**config.mk**
```make
export PLATFORM = sky130hd
export DESIGN_NAME = ps2_key_encoder
export DESIGN_NICKNAME = d
export VERILOG_FILES = /design/src/rtl/ps2_pkg.sv /design/src/rtl/ps2_line_filter.sv /design/src/rtl/ps2_key_encoder.sv
export SDC_FILE = /design/constraint.sdc
export NUM_CORES = 1
export LEC_CHECK = 0
export BUFFER_PORTS_ARGS = -buffer_cell sky130_fd_sc_hd__buf_4
export CORE_MARGIN = 2
export CORE_UTILIZATION = 45
export CTS_CLUSTER_SIZE = 30
export DETAILED_ROUTE_END_ITERATION = 10
export SKIP_LAST_GASP = 1
export SLEW_MARGIN = 15
export SYNTH_ARGS = -nofsm -noshare
export SYNTH_HDL_FRONTEND = slang
export SYNTH_SLANG_ARGS = --single-unit
```
**constraint.sdc**
```tcl
create_clock -name clk_sys -period 2.3 [get_ports clk_sys]
set_clock_uncertainty 0.15 [all_clocks]
set_input_delay 0.345 -clock clk_sys [delete_from_list [all_inputs] [get_ports clk_sys]]
set_output_delay 0.345 -clock clk_sys [all_outputs]
set_load 0.05 [all_outputs]
```
**src/rtl/ps2_pkg.sv**
```systemverilog
// Shared types and constants for the PS/2 keyboard encoder: FSM states, scan-set-2
// prefix bytes and the device-response bytes that never produce a key event.
package ps2_pkg;

   typedef enum logic [1:0] {
      IDLE,
      DATA,
      PARITY,
      STOP
   } ps2_state_t;

   localparam logic [7:0] PS2_EXT    = 8'hE0;
   localparam logic [7:0] PS2_REL    = 8'hF0;
   localparam logic [7:0] PS2_PAUSE  = 8'hE1;
   localparam logic [2:0] PAUSE_SKIP = 3'd7;

   localparam int N_RESP = 7;
   localparam logic [7:0] PS2_RESP [N_RESP] = '{8'hFA, 8'hAA, 8'hEE, 8'hFE, 8'hFC, 8'h00, 8'hFF};

   function automatic logic is_response(input logic [7:0] b);
      is_response = 1'b0;
      for (int i = 0; i < N_RESP; i++) begin
         if (b == PS2_RESP[i]) is_response = 1'b1;
      end
   endfunction

endpackage

```
**src/rtl/ps2_line_filter.sv**
```systemverilog
// Synchronises the raw PS/2 lines, debounces ps2_clk and emits a one-cycle fall pulse.
// Latency 2 sync + FILTER_LEN cycles from raw edge to fall; no backpressure.
module ps2_line_filter #(
   parameter int FILTER_LEN = 8
) (
   input  logic clk_sys,
   input  logic reset_n,
   input  logic ps2_clk,
   input  logic ps2_data,
   output logic fall,
   output logic data_sync
);

   localparam int CW = $clog2(FILTER_LEN + 1);

   logic [1:0]    clk_meta;
   logic [1:0]    dat_meta;
   logic          clk_filt;
   logic [CW-1:0] flt_cnt;

   assign data_sync = dat_meta[1];

   always_ff @(posedge clk_sys or negedge reset_n) begin
      if (!reset_n) begin
         clk_meta <= 2'b11;
         dat_meta <= 2'b11;
         clk_filt <= 1'b1;
         flt_cnt  <= '0;
         fall     <= 1'b0;
      end else begin
         clk_meta <= {clk_meta[0], ps2_clk};
         dat_meta <= {dat_meta[0], ps2_data};
         fall     <= 1'b0;
         // The filtered clock only follows after FILTER_LEN consecutive disagreeing samples.
         if (clk_meta[1] == clk_filt) begin
            flt_cnt <= '0;
         end else if (flt_cnt == CW'(FILTER_LEN - 1)) begin
            clk_filt <= clk_meta[1];
            flt_cnt  <= '0;
            fall     <= clk_filt;
         end else begin
            flt_cnt <= flt_cnt + 1'b1;
         end
      end
   end

endmodule

```
**src/rtl/ps2_key_encoder.sv**
```systemverilog
// PS/2 frame receiver folding scan-set-2 prefixes into one toggled ps2_key event per key.
// Event one cycle after the stop-bit fall; no backpressure (events are a frame apart).
module ps2_key_encoder
   import ps2_pkg::*;
#(
   parameter int FILTER_LEN  = 8,
   parameter int TIMEOUT_CYC = 24000
) (
   input  logic        clk_sys,
   input  logic        reset_n,
   input  logic        ps2_clk,
   input  logic        ps2_data,
   output logic [10:0] ps2_key,
   output logic        key_strobe,
   output logic        frame_err
);

   localparam int TW = $clog2(TIMEOUT_CYC + 1);

   logic          fall;
   logic          din;
   ps2_state_t    st;
   logic [2:0]    bit_cnt;
   logic [7:0]    shreg;
   logic          par_ok;
   logic [TW-1:0] tmo_cnt;
   logic          rel;
   logic          ext;
   logic [2:0]    skip;

   ps2_line_filter #(
      .FILTER_LEN (FILTER_LEN)
   ) u_line (
      .clk_sys   (clk_sys),
      .reset_n   (reset_n),
      .ps2_clk   (ps2_clk),
      .ps2_data  (ps2_data),
      .fall      (fall),
      .data_sync (din)
   );

   always_ff @(posedge clk_sys or negedge reset_n) begin
      if (!reset_n) begin
         st         <= IDLE;
         bit_cnt    <= '0;
         shreg      <= '0;
         par_ok     <= 1'b0;
         tmo_cnt    <= '0;
         rel        <= 1'b0;
         ext        <= 1'b0;
         skip       <= '0;
         ps2_key    <= '0;
         key_strobe <= 1'b0;
         frame_err  <= 1'b0;
      end else begin
         key_strobe <= 1'b0;
         frame_err  <= 1'b0;
         if (st == IDLE) begin
            tmo_cnt <= '0;
            if (fall) begin
               if (!din) begin
                  st      <= DATA;
                  bit_cnt <= '0;
               end else begin
                  frame_err <= 1'b1;
                  rel       <= 1'b0;
                  ext       <= 1'b0;
                  skip      <= '0;
               end
            end
         end else if (tmo_cnt == TW'(TIMEOUT_CYC)) begin
            st        <= IDLE;
            tmo_cnt   <= '0;
            frame_err <= 1'b1;
            rel       <= 1'b0;
            ext       <= 1'b0;
            skip      <= '0;
         end else if (!fall) begin
            tmo_cnt <= tmo_cnt + 1'b1;
         end else begin
            tmo_cnt <= '0;
            case (st)
               DATA: begin
                  shreg   <= {din, shreg[7:1]};
                  bit_cnt <= bit_cnt + 1'b1;
                  if (bit_cnt == 3'd7) st <= PARITY;
               end
               PARITY: begin
                  par_ok <= ^{shreg, din};
                  st     <= STOP;
               end
               default: begin
                  st <= IDLE;
                  if (din && par_ok) begin
                     // Prefixes persist across idle time until an event or an error consumes them.
                     if (skip != 3'd0) begin
                        skip <= skip - 1'b1;
                     end else if (shreg == PS2_PAUSE) begin
                        skip <= PAUSE_SKIP;
                     end else if (shreg == PS2_EXT) begin
                        ext <= 1'b1;
                     end else if (shreg == PS2_REL) begin
                        rel <= 1'b1;
                     end else if (!rel && !ext && is_response(shreg)) begin
                        skip <= '0;
                     end else begin
                        ps2_key    <= {~ps2_key[10], ~rel, ext, shreg};
                        key_strobe <= 1'b1;
                        rel        <= 1'b0;
                        ext        <= 1'b0;
                     end
                  end else begin
                     frame_err <= 1'b1;
                     rel       <= 1'b0;
                     ext       <= 1'b0;
                     skip      <= '0;
                  end
               end
            endcase
         end
      end
   end

endmodule
```
; ---- After elaboration in Yosys (flattened, before gate mapping)
; Cells that the tools add are included.
; W data, S select, Z words.
[word_totals]
register_bits = 57
latch_bits = 0
mem_bits_rw = 0
rom_bits = 0
inputBits = 4
output_inout_bits = 13
wordCells = 168
n_memories = 0
[op_classes]
addsub = 4
mul = 0
n_div = 0
magnitude_cmp = 0
eq_ne = 30
shift = 0
n_mux = 86
n_bitwise = 11
n_reduce_logical = 21
[ops]
columns = operator, count
row1 = $eq A8 B8 Y1 const B, 9
row2 = $mux W1, 56
row3 = $mux W3, 18
row4 = $mux W15, 3
row5 = $ne A4 B4 Y1 const B, 4
row6 = $reduce_and A4 Y1, 4
row7 = $reduce_and A8 Y1, 2
row8 = $add A15 B1 Y15 const B, 1
row9 = $eq A15 B15 Y1 const B, 1
row10 = $ne A5 B5 Y1 const B, 3
row11 = $mux W2, 6
row12 = $ne A6 B6 Y1 const B, 2
row13 = $not A1 Y1, 11
row14 = $reduce_and A10 Y1, 1
row15 = $reduce_xor A9 Y1, 1
row16 = $logic_not A8 Y1, 1
row17 = $mux W4, 2
row18 = $reduce_and A7 Y1, 1
row19 = $ne A6 B3 Y1 const B, 1
row20 = $add A4 B1 Y4 const B, 1
row21 = $eq A4 B3 Y1 const B, 1
row22 = $ne A2 B1 Y1 const B, 2
row23 = $ne A2 B2 Y1 const B, 2
row24 = $pmux W2 S2, 1
row25 = 14 further kinds, 18

; ---- Logic depth before layout (Yosys ltp)
; Gate-level depths: netlist (run 1).
[depth]
word_depth = 28
depth_mapped = 9
ltp_nobuf = 8

; ---- Modules after synthesis
; From an unflattened synthesis (run 1), not the netlist that was laid out.
[unflattened]
cells_unflattened = 273
hier_area_um2 = 2947.8
[modules_own_cells]
columns = module, instances, cells_per_inst, area_per_inst_um2, seq_area_each_um2
row1 = ps2_key_encoder, 1, 250, 2583.7, 1176.1
row2 = ps2_line_filter, 1, 23, 364.1, 256.5

; ---- Worst setup path before layout (run 1)
; OpenSTA, ideal clock, no wires.
[synth_path]
kind = register to register
start = reg shreg[0]
end = reg ps2_key[1]
setup_time_ns = 0.125
t_arrival_ns = 2.069
required_time_ns = 2.025
setup_slack_ns = -0.044
path_stages_with_launch = 10
path_buffers = 3
synth_period_minus_slack_ns = 2.344
cell_sequence = dfrtp_1 buf_6 or4_1 buf_2 nor4_1 nor2_1 nand2_2 or4_4 buf_12 mux2_4
[synth_via]
elab_chain_len = 20
word_cells_on_any_way = 32
cone_classes = 9 x eq/ne / 16 x mux / 4 x bitwise / 3 x reduce/logical
[synth_lines]
columns = element, line
row1 = from (decl), ps2_key_encoder.sv:24  ; logic [7:0] shreg;
row2 = from (signal assigned), ps2_key_encoder.sv:84  ; shreg <= {din, shreg[7:1]};
row3 = $eq A8 B8 Y1, ps2_pkg.sv:23  ; if (b == PS2_RESP[i]) is_response = 1'b1;
row4 = $mux W1 (7 in series), ps2_pkg.sv:23
row5 = $mux W1, ps2_key_encoder.sv:102  ; end else if (shreg == PS2_REL) begin
row6 = $mux W1, ps2_key_encoder.sv:100  ; end else if (shreg == PS2_EXT) begin
row7 = $mux W1, ps2_key_encoder.sv:98  ; end else if (shreg == PS2_PAUSE) begin
row8 = $mux W1, ps2_key_encoder.sv:96  ; if (skip != 3'd0) begin
row9 = $mux W1, ps2_key_encoder.sv:94  ; if (din && par_ok) begin
row10 = $mux W1, ps2_key_encoder.sv:82  ; case (st)
row11 = $mux W1, ps2_key_encoder.sv:78  ; end else if (!fall) begin
row12 = $mux W1, ps2_key_encoder.sv:71  ; end else if (tmo_cnt == TW'(TIMEOUT_CYC)) begin
row13 = $mux W1, ps2_key_encoder.sv:58  ; if (st == IDLE) begin
row14 = $logic_and A1 B1 Y1, ps2_key_encoder.sv:104  ; end else if (!rel && !ext && is_response(shreg)) begin
row15 = $not A1 Y1 (no line), n/a
row16 = $reduce_and A10 Y1 (no line) (*), n/a
row17 = to (signal assigned), ps2_key_encoder.sv:107  ; ps2_key <= {~ps2_key[10], ~rel, ext, shreg};
row18 = to (decl), ps2_key_encoder.sv:13  ; output logic [10:0] ps2_key,
; Mark *: on every way between the ends. The rest lies on a longest branch, timed or not. The select of a mux whose other input is x is not followed.
; A chain may end at the register's enable or synchronous reset.

; ---- Worst setup path after layout (run 1)
[layout_path]
start = reg shreg[1]
end = reg skip[0]
[layout_via]
elab_chain_len = 20
word_cells_on_any_way = 38
cone_classes = 12 x eq/ne / 23 x mux / 3 x reduce/logical
[layout_lines]
columns = element, line
row1 = $eq A8 B8 Y1, ps2_pkg.sv:23
row2 = $mux W1 (7 in series), ps2_pkg.sv:23
row3 = $mux W1, ps2_key_encoder.sv:102
row4 = $mux W1, ps2_key_encoder.sv:100
row5 = $mux W1, ps2_key_encoder.sv:98
row6 = $mux W1, ps2_key_encoder.sv:96
row7 = $mux W1, ps2_key_encoder.sv:94
row8 = $mux W1, ps2_key_encoder.sv:82
row9 = $mux W1, ps2_key_encoder.sv:78
row10 = $mux W1, ps2_key_encoder.sv:71
row11 = $mux W1, ps2_key_encoder.sv:58
row12 = $logic_and A1 B1 Y1, ps2_key_encoder.sv:104
row13 = $ne A6 B3 Y1 (no line), n/a
row14 = $reduce_and A7 Y1 (no line), n/a
row15 = to (signal assigned), ps2_key_encoder.sv:97  ; skip <= skip - 1'b1;
row16 = to (decl), ps2_key_encoder.sv:29  ; logic [2:0] skip;
; Several ways; a longest one is shown, not always the timed one. The select of a mux whose other input is x is not followed.

==> flow_metrics.tcl, run 1 <==
set metrics [dict create \
    run_status "completed" \
    drt_iter0_drc 85 \
    dr.pass1.iters 4 \
    cts_buffers 9 \
    reg2reg_from "shreg[1]" \
    cp_cell_sequence "or4_4 > nor4_1 > o21bai_1 > o2111ai_1 > o211ai_1 > and2_1" \
    whs_path_depth 0 \
    reg2reg_to "skip[0]" \
    ys_types 47 \
    grt.overflow.total 0 \
    antenna_found_initial 0 \
    drc 0 \
    die_h_um 83.9 \
    placed_area_um2 3190 \
    drt-total-wl_um 5630 \
    synth_top_area_cell "dfrtp_1" \
    grt_max_degree 58 \
    grt_pass1_wl_um 9510 \
    track_usage_pct 17.2 \
    clock_latency_ns 0.34 \
    grt_use_met3_pct 4.85 \
    vdd_drop_max_mv 0.469 \
    grt_pass1_vias 2044 \
    tightest_slew_ns 0.702 \
    holdCritPathClass "flop to flop" \
    use_met2_pct 24.4 \
    yosys.area.top_type_share_pct 45.3 \
    layout_common_cells "dfrtp_1, buf_4, nor2_1" \
    gp_congestion 0.857 \
    slew_viol_final 0 \
    whs_ns 0.206 \
    end_kind "flop" \
    core_um2 6280 \
    synth_warnings 0 \
    critPathMaxFanout 7 \
    syn-num-nets 274 \
    hpwl_um 3690 \
    finalSetupViolations 0 \
    fin_crit_ns 2.23 \
    slowest_stage "or4_4" \
    gr-usage-met1_pct 24.5 \
    io_pins 17 \
    dieArea_um2 7040 \
    die_w_um 83.9 \
    min_period_over_period_pct 96.9 \
    fmax_mhz 449 \
    worstSetupPathType "flop to flop" \
    worstHoldStart "u_line.clk_meta[0]" \
    finalWorstSetupSlack_ns 0.0709 \
    p_per_area_nw_per_um2 576 \
    cp.arrival_ns 2.30 \
    p_leak_nw 1.65 \
    via_per_inst 5.28 \
    max_slew_margin_pct 53.2 \
    clockRootBuffer "clkbuf_8" \
    route.vias.total 2026 \
    whs_endpoint "u_line.clk_meta[1]" \
    clockBufferDepth 2 \
    ys_seq_area_share_pct 49.9 \
    synth_area_leaders "dfrtp_1, xnor2_1, ha_1" \
    top_usage_layer "met1" \
    layout-drive-gt1-share_pct 32.9 \
    hold_viol_final 0 \
    layout.nets 317 \
    required_ns 2.37 \
    pre_cts_slack_ns 0.0177 \
    start_util_pct 45.8 \
    cts_max_level 3 \
    avgSynthCellArea_um2 11.1 \
    cap_violations 0 \
    syn_area_um2 2870 \
    wl_per_cell_um 14.6 \
    synth_seq_cells 57 \
    ff2ff_setup_slack_ns 0.07 \
    final_util_pct 55.5 \
    cts_tree "yes" \
    critPathMaxStageDelay_ns 0.56 \
    antenna_cells 0 \
    final_common_cell "dfrtp_1" \
    port_buffers 16 \
    area_growth_pct 21.3 \
    clock-sinks 57 \
    rr_worst_depth 6 \
    ant_nets 0 \
    rows 29 \
    stdcell_area_um2 3480 \
    clk_pin_slew_worst_paths_ns 0.06 \
    postSynthCellCount 259 \
    critPathLaunchType "flop" \
]
[metal layers]
layer / part of all wire [%] / up-vias / wire length, um
met2: 43 / 35 / 2430
met1: 52 / 989 / 2930
met5: 0 / - / 0
met3: 3.1 / 8 / 177
met4: 1.6 / 0 / 90
li1: - / 994 / -
[area by class of cell]
cell class | instances | area (um^2)
clock buffers | 13 | 159
flip-flops and latches | 57 | 1440
inverters | 11 | 41.3
multi-input cells | 179 | 1400
fillers | 569 | 2790
clock inverters | 3 | 15.0
well taps | 77 | 96.3
repair buffers | 44 | 338
[worst max path at each step]
| stage | depth (start not counted) | slack [ns] | start | end |
|---|---|---|---|---|
| CTS | 7 | 0.002 | skip[0] | ps2_key[5] |
| global route | 6 | -0.01 | shreg[1] | skip[0] |
| global placement | 6 | 0.04 | shreg[1] | ps2_key[0] |
| finish | 6 | 0.07 | shreg[1] | skip[0] |
| detailed placement | 7 | 0.02 | skip[0] | ps2_key[5] |
| floorplan | 8 | 0.002 | tmo_cnt[0] | ps2_key[1] |
[metrics by stage]
step | cells | total power [W] | TNS (ns)
floorplan | 259 | 0.00114 | 0
global placement | 363 | 0.00118 | 0
detailed placement | 363 | 0.00118 | 0
CTS | 383 | 0.00203 | 0
global route | 384 | 0.00210 | -0.0139
finish | 384 | 0.00201 | 0
[cells in the mapped netlist (all sizes together)]
library cell	n
a21boi	1
a21o	1
a21oi	6
a22o	2
a31o	1
a31oi	1
a32o	2
a41oi	1
and2	1
and3	11
and4	1
buf	9
clkbuf	4
dfrtp	52
dfstp	5
ha	11
inv	11
mux2	20
mux2i	1
nand2	13
nand2b	2
nand3	6
nand3b	1
nand4	3
nand4b	3
nor2	27
nor2b	4
nor3	4
nor3b	2
nor4	3
nor4b	4
o2111ai	1
o211ai	2
o21ai	9
o21bai	1
o311ai	2
o41ai	1
or3	1
or3b	1
or4	3
xnor2	18
xor2	7
[power breakdown]
| part | internal [W] | leakage (nW) | switching, W |
|---|---|---|---|
| registers | 0.00104 | 0.773 | 0.0000241 |
| logic | 0.0000477 | 0.782 | 0.0000543 |
| clock network | 0.000445 | 0.0932 | 0.000393 |
[flip-flops by register name (all words and copies together) (netlist names), 2 cells and up]
signal           count
tmo_cnt             15
ps2_key             11
shreg                8
u_line.flt_cnt       4
bit_cnt              3
skip                 3
st                   2
u_line.clk_meta      2
u_line.dat_meta      2
[critical path, delay by kind of cell, from the launching register on]
kind            cells  cell delay [ns]
compound gates      3             0.49
flops               1             0.45
simple gates        3             1.01
[logic make-up (layout without fill, tap and decap cells)]
kind of cell / Yosys count / count (layout) / share of synthesized area, %
buffers and inverters: 24 / 71 / 4.27
xor gates and xnor gates: 25 / 25 / 7.62
and+or+nand+nor: 90 / 91 / 16.9
DFF: 57 / 57 / 49.9
AOI/OAI and AO/OA: 31 / 31 / 7.27
adders and majority gates: 11 / 11 / 4.79
muxes: 21 / 21 / 9.23
[repair_timing]
action	in CTS	in global routing
pin swaps	0	2
hold buffers	3	0
gates resized for setup	1	21
gates cloned	0	1
buffers inserted	1	0
setup endpoints to repair	7	26
endpoints found under the hold margin	54	0
Note: power is estimated with default switching activity, not from simulation.
==> inputs of run 2 (changes only) <==
==> constraint.sdc (replaced) <==
create_clock -name clk_sys -period 2.8 [get_ports clk_sys]
set_clock_uncertainty 0.15 [all_clocks]
set_input_delay 0.42 -clock clk_sys [delete_from_list [all_inputs] [get_ports clk_sys]]
set_output_delay 0.42 -clock clk_sys [all_outputs]
set_load 0.05 [all_outputs]
==> run 2 against run 1 <==
The run now ends with negative hold slack left. Worst setup slack better by 0.14 ns. Largest cell class unchanged. Critical path depth is 1 higher. Power is 13% lower. Register-to-register slack better by 0.14 ns. Worst hold slack worse by 0.24 ns. Via count is 7.7% lower.
==> flow_metrics.tcl, run 2 (synthesized netlist as in run 1, its figures left out) <==
set metrics [dict create \
    clock_latency_ns 0.33 \
    antenna_cells 0 \
    rr_worst_depth 7 \
    power_w 0.00175 \
    multiInputGateArea_um2 1320 \
    dr.pass1.iters 4 \
    cts_resized 0 \
    fillCellCount 569 \
    drt-total-wl_um 5030 \
    min_period_over_period_pct 92.4 \
    cts_max_level 3 \
    hold_viol_final 17 \
    cp.arrival_ns 2.65 \
    via_per_inst 5.24 \
    seq_area_um2 1430 \
    cts_tree "yes" \
    wl_per_cell_um 14.1 \
    cp_cell_sequence "inv_1 > ha_1 > nor4b_1 > and4_1 > nor2_1 > and3_1 > mux2_2" \
    end_kind "flop" \
    p_per_area_nw_per_um2 542 \
    run_status "complete, but fails checks" \
    clock-sinks 57 \
    reg_top3 "tmo_cnt x15, ps2_key x11, shreg x8" \
    power_frac_seq_pct 50.2 \
    post_cts_buffers 0 \
    p_leak_nw 1.52 \
    fmax_mhz 387 \
    critPathLaunchType "flop" \
    rsz0062_at_grt "false" \
    critPathMaxFanout 11 \
    ctsHoldBuffers 0 \
    layout-drive-gt1-share_pct 21.8 \
    vdd_drop_max_mv 0.305 \
    largest_register "tmo_cnt" \
    die_w_um 83.9 \
    grt_max_degree 58 \
    io_pins 17 \
    grt_pass1_vias 1898 \
    layout_common_cells "dfrtp_1, nor2_1, xnor2_1, buf_4" \
    die_h_um 83.9 \
    worst_setup_path_startpoint "tmo_cnt[0]" \
    clk_pin_slew_worst_paths_ns 0.07 \
    ff2ff_setup_slack_ns 0.21 \
    layout.nets 290 \
    antenna_found_initial 0 \
    route.vias.total 1871 \
    reg2reg_to "shreg[3]" \
    clockRootBuffer "clkbuf_8" \
    start_util_pct 45.8 \
    grt_pass1_wl_um 9110 \
    slowest_stage "and3_1" \
    p_switching_w 0.000375 \
    finalSetupTns_ns 0 \
    clockBufferDepth 2 \
    drc 0 \
    drt_iter0_drc 100 \
    reg2reg_from "tmo_cnt[0]" \
    cap_violations 0 \
    gp_congestion 0.774 \
    fin_crit_ns 2.59 \
    grt.overflow.total 0 \
    dieArea_um2 7040 \
    internal-power_w 0.00138 \
    holdCritPathClass "primary input to asynchronous set/reset pin" \
    worstPathBufferInverterCount 1 \
    hpwl_um 3370 \
    slew_viol_final 0 \
    cp_top_family "simple AND/OR/NAND/NOR gates" \
    largest_register_ffs 15 \
    finalSetupViolations 0 \
    max_slew_margin_pct 52.7 \
    switching_share_pct 21.4 \
    clkPwrFrac_pct 45.4 \
    track_usage_pct 16.4 \
    rows 29 \
    tightest_slew_ns 0.710 \
    ant_nets 0 \
    area_growth_pct 12.5 \
    required_ns 2.87 \
    whs_ns -0.0356 \
    comb_power_share_pct 4.4 \
    port_buffers 16 \
    final_common_cell "dfrtp_1" \
    violations "negative hold slack" \
    critPathMaxStageDelay_ns 0.51 \
    worstSetupPathType "flop to flop" \
    cts_buffers 9 \
    core_um2 6280 \
]
## run 2: cell count changes in the layout (fill, tap and decap cells not counted), sizes merged
cell	change
or4	-1
dlygate4sd3	-3
bufinv	+1
clkinv	-2
clkbuf	+1
buf	-23
## run 2: area by class of cell
cell class | instances | area share (%)
clock buffers | 14 | 5.34
repair buffers | 18 | 4.18
well taps | 77 | 2.98
inverters | 11 | 1.28
flip-flops and latches | 57 | 44.3
multi-input cells | 178 | 40.8
clock inverters | 2 | 1.08
## run 2: routing by layer
layer  GRT usage, %  vias to the layer above  share of wire [%]
li1               -                      934                  -
met1           23.0                      907                 52
met2           23.4                       21                 43
met3           5.34                        9                3.5
met4           6.60                        0                1.9
met5              0                        -                  0
## run 2: stage by stage
step / setup WS (ns) / cell area, um^2 / utilization, % / instances
2_1_floorplan: 0.456 / 2870 / - / 259
3_3_place_gp: 0.284 / 3020 / 48.2 / 341
5_1_grt: 0.0190 / 3230 / 51.5 / 357
4_1_cts: 0.218 / 3230 / 51.5 / 357
3_5_place_dp: 0.254 / 3020 / 48.2 / 341
6_report: 0.213 / 3230 / 51.5 / 357
## run 2: how the worst max path moves through the flow
stage / to / slack (ns) / cells past startpoint
2_1_floorplan: ps2_key[1] / 0.46 / 9
3_3_place_gp: ps2_key[0] / 0.28 / 6
3_5_place_dp: shreg[3] / 0.25 / 7
4_1_cts: shreg[3] / 0.22 / 7
5_1_grt: shreg[6] / 0.02 / 7
6_report: shreg[3] / 0.21 / 7
## run 2: power groups by stage
stage / clock (W) / combinational (W) / sequential [W]
2_1_floorplan: 0 / 0.0000520 / 0.000888
3_3_place_gp: 0 / 0.0000782 / 0.000892
3_5_place_dp: 0 / 0.0000797 / 0.000893
4_1_cts: 0.000814 / 0.0000807 / 0.000878
5_1_grt: 0.000862 / 0.0000912 / 0.000882
6_report: 0.000795 / 0.0000775 / 0.000878
